$ cat config.mk
export PLATFORM = sky130hd
export DESIGN_NAME = alu_seq
export DESIGN_NICKNAME = d
export VERILOG_FILES = /design/src/rtl/alu_seq.sv
export SDC_FILE = /design/constraint.sdc
export NUM_CORES = 1
export LEC_CHECK = 0
export BUFFER_PORTS_ARGS = -buffer_cell sky130_fd_sc_hd__buf_4
export CAP_MARGIN = 20
export CELL_PAD_IN_SITES_DETAIL_PLACEMENT = 1
export CELL_PAD_IN_SITES_GLOBAL_PLACEMENT = 1
export CORE_ASPECT_RATIO = 1.1
export CORE_MARGIN = 2
export CORE_UTILIZATION = 47
export CTS_CLUSTER_SIZE = 28
export DETAILED_ROUTE_END_ITERATION = 10
export GPL_ROUTABILITY_DRIVEN = 0
export PLACE_DENSITY = 0.84
export SLEW_MARGIN = 20
export SYNTH_ARGS = -nofsm -noshare
export SYNTH_HDL_FRONTEND = slang
export SYNTH_SLANG_ARGS = --single-unit
$ cat constraint.sdc
create_clock -name clk -period 3.8 [get_ports clk]
set_input_delay 0 -clock clk [delete_from_list [all_inputs] [get_ports clk]]
set_output_delay 0 -clock clk [all_outputs]
set_load 0.02 [all_outputs]
$ cat src/rtl/alu_seq.sv
// Handshaked multi-cycle ALU; op 1001 is an iterative multiply only when ALU_SEQ_MUL_EN is defined.
// Latency: 1 cycle for single-cycle ops, n cycles for shifts by n > 0, WIDTH cycles for mul.
// Backpressure: one op in flight; result held in DONE until out_ready, in_ready only in IDLE.
module alu_seq #(
    parameter int WIDTH = 8
) (
    input  logic             clk,
    input  logic             rst_n,
    input  logic             in_valid,
    output logic             in_ready,
    input  logic [3:0]       op,
    input  logic [WIDTH-1:0] a,
    input  logic [WIDTH-1:0] b,
    output logic             out_valid,
    input  logic             out_ready,
    output logic [WIDTH-1:0] result,
    output logic [3:0]       flags,
    output logic             err
);
    localparam int SW = $clog2(WIDTH);

    localparam logic [3:0] OP_ADD = 4'h0;
    localparam logic [3:0] OP_SUB = 4'h1;
    localparam logic [3:0] OP_AND = 4'h2;
    localparam logic [3:0] OP_OR  = 4'h3;
    localparam logic [3:0] OP_XOR = 4'h4;
    localparam logic [3:0] OP_NOT = 4'h5;
    localparam logic [3:0] OP_SHL = 4'h6;
    localparam logic [3:0] OP_SHR = 4'h7;
    localparam logic [3:0] OP_SAR = 4'h8;
    localparam logic [3:0] OP_MUL = 4'h9;

    typedef enum logic [1:0] {IDLE, BUSY, DONE} state_t;

    state_t           r_state;
    logic [3:0]       r_op;
    logic [WIDTH-1:0] r_w;
    logic [SW-1:0]    r_cnt;

    // Returns {bit shifted out, shifted value} for a single-bit shift.
    function automatic logic [WIDTH:0] shift1(input logic [3:0] f_op, input logic [WIDTH-1:0] f_v);
        case (f_op)
            OP_SHL:  shift1 = {f_v[WIDTH-1], f_v[WIDTH-2:0], 1'b0};
            OP_SAR:  shift1 = {f_v[0], f_v[WIDTH-1], f_v[WIDTH-1:1]};
            default: shift1 = {f_v[0], 1'b0, f_v[WIDTH-1:1]};
        endcase
    endfunction

    logic [WIDTH:0]   w_sum;
    logic [WIDTH:0]   w_diff;
    logic [WIDTH:0]   w_sh1;
    logic [WIDTH:0]   w_step;
    logic [SW-1:0]    w_n;
    logic [WIDTH-1:0] w_res;
    logic             w_c;
    logic             w_v;
    logic             w_err;
    logic             w_iter;
    logic [WIDTH-1:0] w_fin_res;
    logic             w_fin_c;

    assign w_sum    = {1'b0, a} + {1'b0, b};
    assign w_diff   = {1'b0, a} - {1'b0, b};
    assign w_sh1    = shift1(op, a);
    assign w_step   = shift1(r_op, r_w);
    assign w_n      = b[SW-1:0];
    assign in_ready = rst_n && (r_state == IDLE);

`ifdef ALU_SEQ_MUL_EN
    logic [2*WIDTH-1:0] r_acc;
    logic [2*WIDTH-1:0] r_mcand;
    logic [WIDTH-1:0]   r_mplier;
    logic [2*WIDTH-1:0] w_acc_nxt;

    assign w_acc_nxt = r_acc + (r_mplier[0] ? r_mcand : '0);
`endif

    always_comb begin
        w_res  = '0;
        w_c    = 1'b0;
        w_v    = 1'b0;
        w_err  = 1'b0;
        w_iter = 1'b0;
        case (op)
            OP_ADD: begin
                w_res = w_sum[WIDTH-1:0];
                w_c   = w_sum[WIDTH];
                w_v   = (a[WIDTH-1] == b[WIDTH-1]) && (w_sum[WIDTH-1] != a[WIDTH-1]);
            end
            OP_SUB: begin
                w_res = w_diff[WIDTH-1:0];
                w_c   = w_diff[WIDTH];
                w_v   = (a[WIDTH-1] != b[WIDTH-1]) && (w_diff[WIDTH-1] != a[WIDTH-1]);
            end
            OP_AND: w_res = a & b;
            OP_OR:  w_res = a | b;
            OP_XOR: w_res = a ^ b;
            OP_NOT: w_res = ~a;
            OP_SHL, OP_SHR, OP_SAR: begin
                // n = 1 finishes at accept, so latency stays n for every shift.
                if (w_n == '0) begin
                    w_res = a;
                end else if (w_n == SW'(1)) begin
                    w_res = w_sh1[WIDTH-1:0];
                    w_c   = w_sh1[WIDTH];
                end else begin
                    w_iter = 1'b1;
                end
            end
`ifdef ALU_SEQ_MUL_EN
            OP_MUL:  w_iter = 1'b1;
`endif
            default: w_err = 1'b1;
        endcase
    end

    always_comb begin
        w_fin_res = w_step[WIDTH-1:0];
        w_fin_c   = w_step[WIDTH];
`ifdef ALU_SEQ_MUL_EN
        if (r_op == OP_MUL) begin
            w_fin_res = w_acc_nxt[WIDTH-1:0];
            w_fin_c   = |w_acc_nxt[2*WIDTH-1:WIDTH];
        end
`endif
    end

    always_ff @(posedge clk) begin
        if (!rst_n) begin
            r_state   <= IDLE;
            out_valid <= 1'b0;
            result    <= '0;
            flags     <= '0;
            err       <= 1'b0;
        end else begin
            case (r_state)
                IDLE: begin
                    if (in_valid && in_ready) begin
                        r_op <= op;
                        if (w_iter) begin
                            // First step happens at accept; BUSY covers the remaining steps.
                            r_state <= BUSY;
                            r_w     <= w_sh1[WIDTH-1:0];
                            r_cnt   <= w_n - SW'(1);
`ifdef ALU_SEQ_MUL_EN
                            if (op == OP_MUL) begin
                                r_acc    <= b[0] ? {{WIDTH{1'b0}}, a} : '0;
                                r_mcand  <= {{(WIDTH-1){1'b0}}, a, 1'b0};
                                r_mplier <= {1'b0, b[WIDTH-1:1]};
                                r_cnt    <= SW'(WIDTH-1);
                            end
`endif
                        end else begin
                            r_state   <= DONE;
                            out_valid <= 1'b1;
                            result    <= w_res;
                            flags     <= w_err ? 4'b0000 : {w_res[WIDTH-1], (w_res == '0), w_c, w_v};
                            err       <= w_err;
                        end
                    end
                end
                BUSY: begin
                    r_cnt <= r_cnt - SW'(1);
                    r_w   <= w_step[WIDTH-1:0];
`ifdef ALU_SEQ_MUL_EN
                    r_acc    <= w_acc_nxt;
                    r_mcand  <= r_mcand << 1;
                    r_mplier <= r_mplier >> 1;
`endif
                    if (r_cnt == SW'(1)) begin
                        r_state   <= DONE;
                        out_valid <= 1'b1;
                        result    <= w_fin_res;
                        flags     <= {w_fin_res[WIDTH-1], (w_fin_res == '0), w_fin_c, 1'b0};
                        err       <= 1'b0;
                    end
                end
                DONE: begin
                    if (out_ready) begin
                        r_state   <= IDLE;
                        out_valid <= 1'b0;
                    end
                end
                default: r_state <= IDLE;
            endcase
        end
    end
endmodule
After elaboration in Yosys (flattened, before gate mapping)
Cells that the tools add are included.
W data, S select, Z words.
{"block": "word_totals", "register_bits": 31, "in_bits": 24}
{"block": "classes", "n_addsub": 4, "n_eq_ne": 23, "n_mux": 42, "bitwise": 4, "reduce_logical": 18}
{"operator": "$mux W8", "n": 7}
{"operator": "$pmux W8 S7", "n": 1}
{"operator": "$pmux W9 S2", "n": 2}
{"operator": "$pmux W8 S2", "n": 2}
{"operator": "$eq A4 B3 Y1 const B", "n": 5}
{"operator": "$logic_not A8 Y1", "n": 2}
{"operator": "$mux W4", "n": 4}
{"operator": "$mux W1", "n": 13}
{"operator": "$add A8 B8 Y9", "n": 1}
{"operator": "$reduce_or A9 Y1", "n": 1}
{"operator": "$sub A8 B8 Y9", "n": 1}
{"operator": "$and A8 B8 Y8", "n": 1}
{"operator": "$eq A4 B2 Y1 const B", "n": 2}
{"operator": "$eq A4 B4 Y1 const B", "n": 2}
{"operator": "$mux W2", "n": 4}
{"operator": "$ne A2 B2 Y1 const B", "n": 4}
{"operator": "$not A8 Y8", "n": 1}
{"operator": "$or A8 B8 Y8", "n": 1}
{"operator": "$pmux W4 S2", "n": 1}
{"operator": "$reduce_and A4 Y1", "n": 2}
{"operator": "$xor A8 B8 Y8", "n": 1}
{"operator": "$eq A3 B1 Y1 const B", "n": 2}
{"operator": "$mux W3", "n": 2}
{"operator": "$pmux W1 S3", "n": 2}
{"operator": "19 further kinds", "n": 27}

Depth between registers and ports, before layout
Gate-level depths: netlist of the first run.
{"block": "logic_depth", "depth_word": 10, "ltp_mapped": 11}

Least setup slack after synthesis of the first run
Ideal clock, no wire load.
{"block": "synth_path", "path_type": "in2reg", "from": "input port b[1]", "to": "register flags[2]", "setup_time_ps": 66, "arrival_ps": 2363, "t_required_ps": 3734, "slack_ps": 1371, "stages": 10, "path_cell_list": "inv_1 > ha_1 > or2_2 > a221oi_1 > mux2_2 > o21ai_0 > nand4_1 > or4_1 > or3_1 > a21oi_2"}
{"block": "synth_between", "elab_chain_cells": 9}
{"element": "start: declaration", "line_no": "13", "rtl": "input logic [WIDTH-1:0] b,"}
{"element": "parallel branches: the longest is 9 deep, another holds $sub A8 B8 Y9"}
{"element": "end signal: assignment", "line_no": "157", "rtl": "flags <= w_err ? 4'b0000 : {w_res[WIDTH-1], (w_res == '0), w_c, w_v};"}
{"element": "end signal: assignment", "line_no": "174", "rtl": "flags <= {w_fin_res[WIDTH-1], (w_fin_res == '0), w_fin_c, 1'b0};"}
{"element": "end: declaration", "line_no": "17", "rtl": "output logic [3:0] flags,"}
Parallel ways; which one is timed is not known. The select of a mux whose other input is x is not followed.
A chain may end at the register's enable or synchronous reset.

Worst setup path in the final report of the first run
Same ends and word-level chain as after synthesis.

==> flow_summary.toml, run 1 <==
[pwr]
p_leak_nw = 1.46
vdd_ir_drop_max_v = 0.000215
powerDensity_mw_per_mm2 = 294

[routing]
drc_errors = 0
wl_met3_um = 259
ant_nets = 0
route.vias.total = 2963
firstDrtPassIters = 4
wl_per_cell_um = 18.6
routed.top_layer = "met4"
vias_per_cell = 6.03
routed_wl_mm = 9.14
dr.first_iter.drc_count = 71
met2_wirelength_mm = 4.63
wl_met1_mm = 3.98

[grt]
antenna_found_initial = 0
grt_pass1_vias = 2917
grt_usage_pct = 27.0
grt_pass1_wl_mm = 14.8
grt_overflow = 0
grt_max_degree = 34

[logic_synthesis]
ys_warn_count = 0
yosysTopAreaCell = "edfxtp_1"
syn-instance-count = 383
synth_area_leaders = "edfxtp_1, ha_1, dfxtp_1"
synth_area_per_cell_um2 = 7.95
netlist.area_leader.share_pct = 14.8
yosys.cell_types.count = 63
synth-seq-cells = 31
synth_edf_count = 15
syn_area_mm2 = 0.00305
seq_area_frac_synth_pct = 25.3
synthArstFlopShare_pct = 0
syn_nets = 438
yosys_most_used_dff = "dfxtp_1"

[cts]
clkTransAtPathRegs_ps = 70
clk_path_buf_depth = 2
cts_tree = "done"
insertion_delay_ps = 290
cts.sinks = 31
cts_inserted_buffers = 5
h-tree-depth = 2
cts_setup_buffers = 0
cts_resized = 0
cts_hold_buf = 0
root_buffer = "clkbuf_8"

[die]
die_h_um = 88.4
pin_count = 39
core.rowCount = 30
die_x_um = 80.8
core_area_mm2 = 0.00623
start_util_pct = 48.9
dieArea_mm2 = 0.00714

[setup_path]
crit_type = "in2reg"
cp-end-kind = "flop"
critPathRequiredTime_ps = 4030
worstPathMaxFanout = 5
critical-path-top-delay-family = "simple AND/OR/NAND/NOR gates"
crit_chain = "buf_4 > inv_1 > ha_1 > or2_2 > a221oi_1 > mux2_2 > o21ai_0 > nand4_1 > or4_1 > or3_1 > a21oi_2"
critPathBufInv = 2
slowest_stage = "or4_1"
crit_arrival_ps = 2840
worst_path_largest_cell_delay_ps = 400
critPathLaunchType = "primary input"

[status]
violations = "hold timing"
status = "complete, but fails checks"

[sta]
rsz0062_at_grt = "no"
fmax_mhz = 383
finalHoldViolations = 1
slew_violations = 0
period_share_pct = 68.6
slew_headroom_pct = 34.2
skew_ps = 7.17
finalSetupTns_ps = 0
worst_slew_pin_slew_ps = 983
whs_ps = -1.89
setup-violations-final = 0
min_period_ps = 2610

[min_path]
hold_path_class = "in2reg"

[layout]
nets = 465
drive_above_1_share_pct = 14.8
antennaDiodeCount = 0
area_growth_pct = 13.0

[placement]
place_hpwl_mm = 7.16
port_buffers = 38

[flow_run]
drv_cap = 0
## flip-flops by register name, summed over array words and instances, names as in the netlist
signal,cells
r_cnt,3
r_op,4
flags,4
r_w,8
r_state,2
out_valid,1
result,8
err,1
## worst min-delay path, cell delays in order
cell and delay, ps:
buf_4 150, nand2_1 60, nor2_1 30
## final cells by class
cell class	instances	area [µm²]
Fill cell	796	2790
Tap cell	80	100
Inverter	31	116
Timing Repair Buffer	39	293
Clock buffer	8	100
Sequential cell	31	771
Multi-Input combinational cell	302	2060
## final timing paths
check / startpoint / to / slack (ps) / cells past startpoint
worst min register to register: result[0] / result[0] / 460 / 2
worst max-delay path: b[1] / flags[2] / 1190 / 11
worst min-delay path: rst_n / r_state[1] / -2 / 3
worst max register to register: r_state[1] / flags[2] / 1440 / 6
## cells by family (layout without fill, tap and decap cells)
| family | Yosys count | count (layout) | share of synthesized area, % |
|---|---|---|---|
| flip-flops | 31 | 31 | 25.3 |
| AO/OA/AOI/OAI | 112 | 112 | 24.2 |
| AND/OR/NAND/NOR | 130 | 130 | 20.5 |
| adder cells (fa/ha/maj) | 31 | 31 | 13.2 |
| multiplexers | 22 | 22 | 7.72 |
| buffers and inverters | 50 | 78 | 7.10 |
| XOR/XNOR | 7 | 7 | 2.01 |
## cell usage in the layout, fill, tap and decap left out, types with 3 or more instances in the layout
master / n
a221oi_1: 3
or2_2: 4
nor3b_1: 3
nand3b_1: 3
xnor2_1: 6
nand2_1: 27
buf_4: 39
nand2b_1: 5
nor2_1: 53
o22ai_1: 7
nand3_1: 4
dfxtp_1: 16
mux2i_1: 19
edfxtp_1: 15
o221ai_1: 5
nor3_1: 10
a211oi_1: 8
ha_1: 29
clkbuf_8: 7
o21ai_0: 30
a31oi_1: 5
nor2b_1: 4
inv_1: 29
a21oi_1: 29
## where the power goes
| group | leakage (nW) | switching, W | internal, W | total [W] |
|---|---|---|---|---|
| registers | 0.268 | 0.0000114 | 0.000371 | 0.000383 |
| logic | 1.14 | 0.000205 | 0.000132 | 0.000337 |
| clock network | 0.0515 | 0.000126 | 0.000165 | 0.000291 |
| total | 1.46 | 0.000342 | 0.000669 | 0.00101 |
## Yosys cell counts (2+ instances only)
cell / n
edfxtp_1: 15
buf_2: 5
a21oi_1: 29
a22oi_1: 2
nor2b_1: 4
nor3_1: 10
o21ai_0: 30
or2_2: 4
xnor2_1: 6
nor4_1: 2
buf_1: 2
a211oi_1: 8
mux2i_1: 19
o21bai_1: 2
clkinv_1: 2
nor3b_1: 3
nand2_1: 27
buf_6: 3
nand3_1: 4
nand2b_1: 5
o22ai_1: 7
and2_1: 2
o221ai_1: 5
inv_1: 29
fa_1: 2
nor2_1: 54
a21o_1: 2
dfxtp_1: 16
clkbuf_1: 9
a221oi_1: 3
a211o_1: 2
ha_1: 29
o211ai_1: 2
nor4b_1: 2
a31oi_1: 5
mux2_2: 2
nand4_1: 2
nand3b_1: 3
## metal layers
| layer | vias to the layer above | track usage, % |
|---|---|---|
| met5 | - | 0 |
| met4 | 0 | 10.6 |
| met3 | 18 | 2.35 |
| met2 | 66 | 48.8 |
| met1 | 1448 | 33.1 |
| li1 | 1431 | - |
## through the flow
| step | power, W | worst slack (ps) | cells | util [%] | cell area, µm² |
|---|---|---|---|---|---|
| 3_3_place_gp | 0.000711 | 923 | 483 | 53.6 | 3340 |
| 3_5_place_dp | 0.000723 | 896 | 483 | 53.6 | 3340 |
| 4_1_cts | 0.00101 | 1190 | 491 | 55.2 | 3440 |
| 6_report | 0.00101 | 1190 | 491 | 55.2 | 3440 |
| 5_1_grt | 0.00106 | 879 | 491 | 55.2 | 3440 |
| 2_1_floorplan | 0.000608 | 1370 | 383 | - | 3050 |
Note: power is estimated with default switching activity, not from simulation.
==> run 2, diff against run 1 <==
--- a/config.mk
+++ b/config.mk
@@ -11,11 +11,11 @@
 export CELL_PAD_IN_SITES_GLOBAL_PLACEMENT = 1
 export CORE_ASPECT_RATIO = 1.1
 export CORE_MARGIN = 2
-export CORE_UTILIZATION = 47
+export CORE_UTILIZATION = 44
 export CTS_CLUSTER_SIZE = 28
 export DETAILED_ROUTE_END_ITERATION = 10
 export GPL_ROUTABILITY_DRIVEN = 0
-export PLACE_DENSITY = 0.84
+export PLACE_DENSITY = 0.79
 export SLEW_MARGIN = 20
 export SYNTH_ARGS = -nofsm -noshare
 export SYNTH_HDL_FRONTEND = slang
==> constraint.sdc (replaced) <==
create_clock -name clk -period 2.47 [get_ports clk]
set_input_delay 0 -clock clk [delete_from_list [all_inputs] [get_ports clk]]
set_output_delay 0 -clock clk [all_outputs]
set_load 0.02 [all_outputs]
==> flow_summary.toml, run 2 (synthesized netlist as in run 1, its figures left out) <==
[routing]
wl_met3_um = 345
dr.first_iter.drc_count = 120
routed_wl_mm = 10.4
wl_met1_mm = 4.19
wl_per_cell_um = 19.0
routed.top_layer = "met4"
ant_nets = 0
firstDrtPassIters = 4
route.vias.total = 3153
drc_errors = 0
vias_per_cell = 5.80
met2_wirelength_mm = 5.60

[setup_path]
slowest_stage = "or4_1"
worst_path_largest_cell_delay_ps = 460
worstPathMaxFanout = 3
crit_chain = "buf_4 > inv_1 > ha_1 > fa_1 > o21ai_0 > and3_1 > a32o_1 > a2111oi_4 > nand4_1 > or4_1 > or3_1 > a21oi_2"
critPathBufInv = 2
critical-path-top-delay-family = "simple AND/OR/NAND/NOR gates"
critPathLaunchType = "primary input"
crit_type = "in2reg"
r2r_slack_ps = 430
cp-end-kind = "flop"
crit_arrival_ps = 2540
critPathRequiredTime_ps = 2700

[die]
core.rowCount = 31
dieArea_mm2 = 0.00761
pin_count = 39
die_h_um = 91.3
core_area_mm2 = 0.00663
die_x_um = 83.3
start_util_pct = 45.9

[grt]
antenna_found_initial = 0
grt_pass1_vias = 3374
grt_overflow = 0
grt_pass1_wl_mm = 17.1
grt_max_degree = 32
grt_usage_pct = 28.0

[layout]
final_area_mm2 = 0.00386
nets = 516
layout_common_cells = "buf_4, nor2_1"
antennaDiodeCount = 0
drive_above_1_share_pct = 24.0
area_growth_pct = 26.6
final_common_cell = "buf_4"
top_regs = "r_w x8, result x8"

[cts]
cts_tree = "done"
cts_setup_buffers = 0
cts.sinks = 31
cts_inserted_buffers = 5
h-tree-depth = 2
clkTransAtPathRegs_ps = 70
clk_path_buf_depth = 2
insertion_delay_ps = 300
root_buffer = "clkbuf_8"

[sta]
fin_ws_ps = 167
worst_slew_pin_slew_ps = 955
rsz0062_at_grt = "no"
period_share_pct = 93.2
fmax_mhz = 434
setup-violations-final = 0
skew_ps = 6.56
slew_headroom_pct = 36.2
finalHoldViolations = 0
slew_violations = 0
min_period_ps = 2300

[placement]
port_buffers = 38
place_hpwl_mm = 8.05
place_area_mm2 = 0.00370
dp_slack_ps = -217

[pwr]
powerDensity_mw_per_mm2 = 432
p_total_w = 0.00166
vdd_ir_drop_max_v = 0.000357
p_leak_nw = 1.71

[status]
status = "finished clean"

[flow_run]
drv_cap = 0

[min_path]
hold_path_class = "in2reg"
run 2: changes by cell type in the layout (fill, tap and decap cells not counted), sizes merged:
cell | before | now
buf | 39 | 87
clkbuf | 8 | 7
clkinvlp | 0 | 1
dlygate4sd3 | 0 | 3
run 2: area by class of cell:
cell class                 instances  area (µm²)
timing repair buffer              90         683
fill                             824        2780
sequential                        31         771
inverter                          31         116
clock buffer                       7        96.3
tap                               82         103
clock inverter                     1        7.51
multi-input combinational        302        2080
run 2: report_power, final:
group          internal (W)  switching [W]  total, W
registers          0.000571      0.0000200  0.000591
logic              0.000270       0.000342  0.000612
clock network      0.000253       0.000208  0.000462
run 2: path summary, 6_finish.rpt:
kind	from	endpoint	depth (start not counted)
setup / recovery	a[0]	flags[2]	12
hold / removal	rst_n	flags[1]	2
setup reg to reg	r_cnt[1]	result[1]	7
hold reg to reg	flags[0]	flags[0]	2
run 2: metrics by stage:
| stage | utilization, % | std cells | TNS, ps | hold slack, ps |
|---|---|---|---|---|
| finish | 58.2 | 544 | 0 | 16.0 |
| global placement | 55.8 | 533 | -191 | 206 |
| global route | 58.2 | 544 | 0 | 16.8 |
| CTS | 57.8 | 544 | 0 | 20.5 |
| detailed placement | 55.8 | 533 | -915 | 213 |
| floorplan | - | 383 | 0 | 98.9 |
run 2: repair_timing:
item | 4_1_cts | 5_1_grt
gates resized for setup | 0 | 3
hold buffers | 3 | 0
setup endpoints to repair | 0 | 1
hold endpoints to repair | 2 | 0
run 2: routing by layer:
metal	GRT usage, %	vias to the layer above
li1	-	1534
met1	31.7	1538
met2	53.5	64
met3	4.09	17
met4	8.47	0
met5	0	-
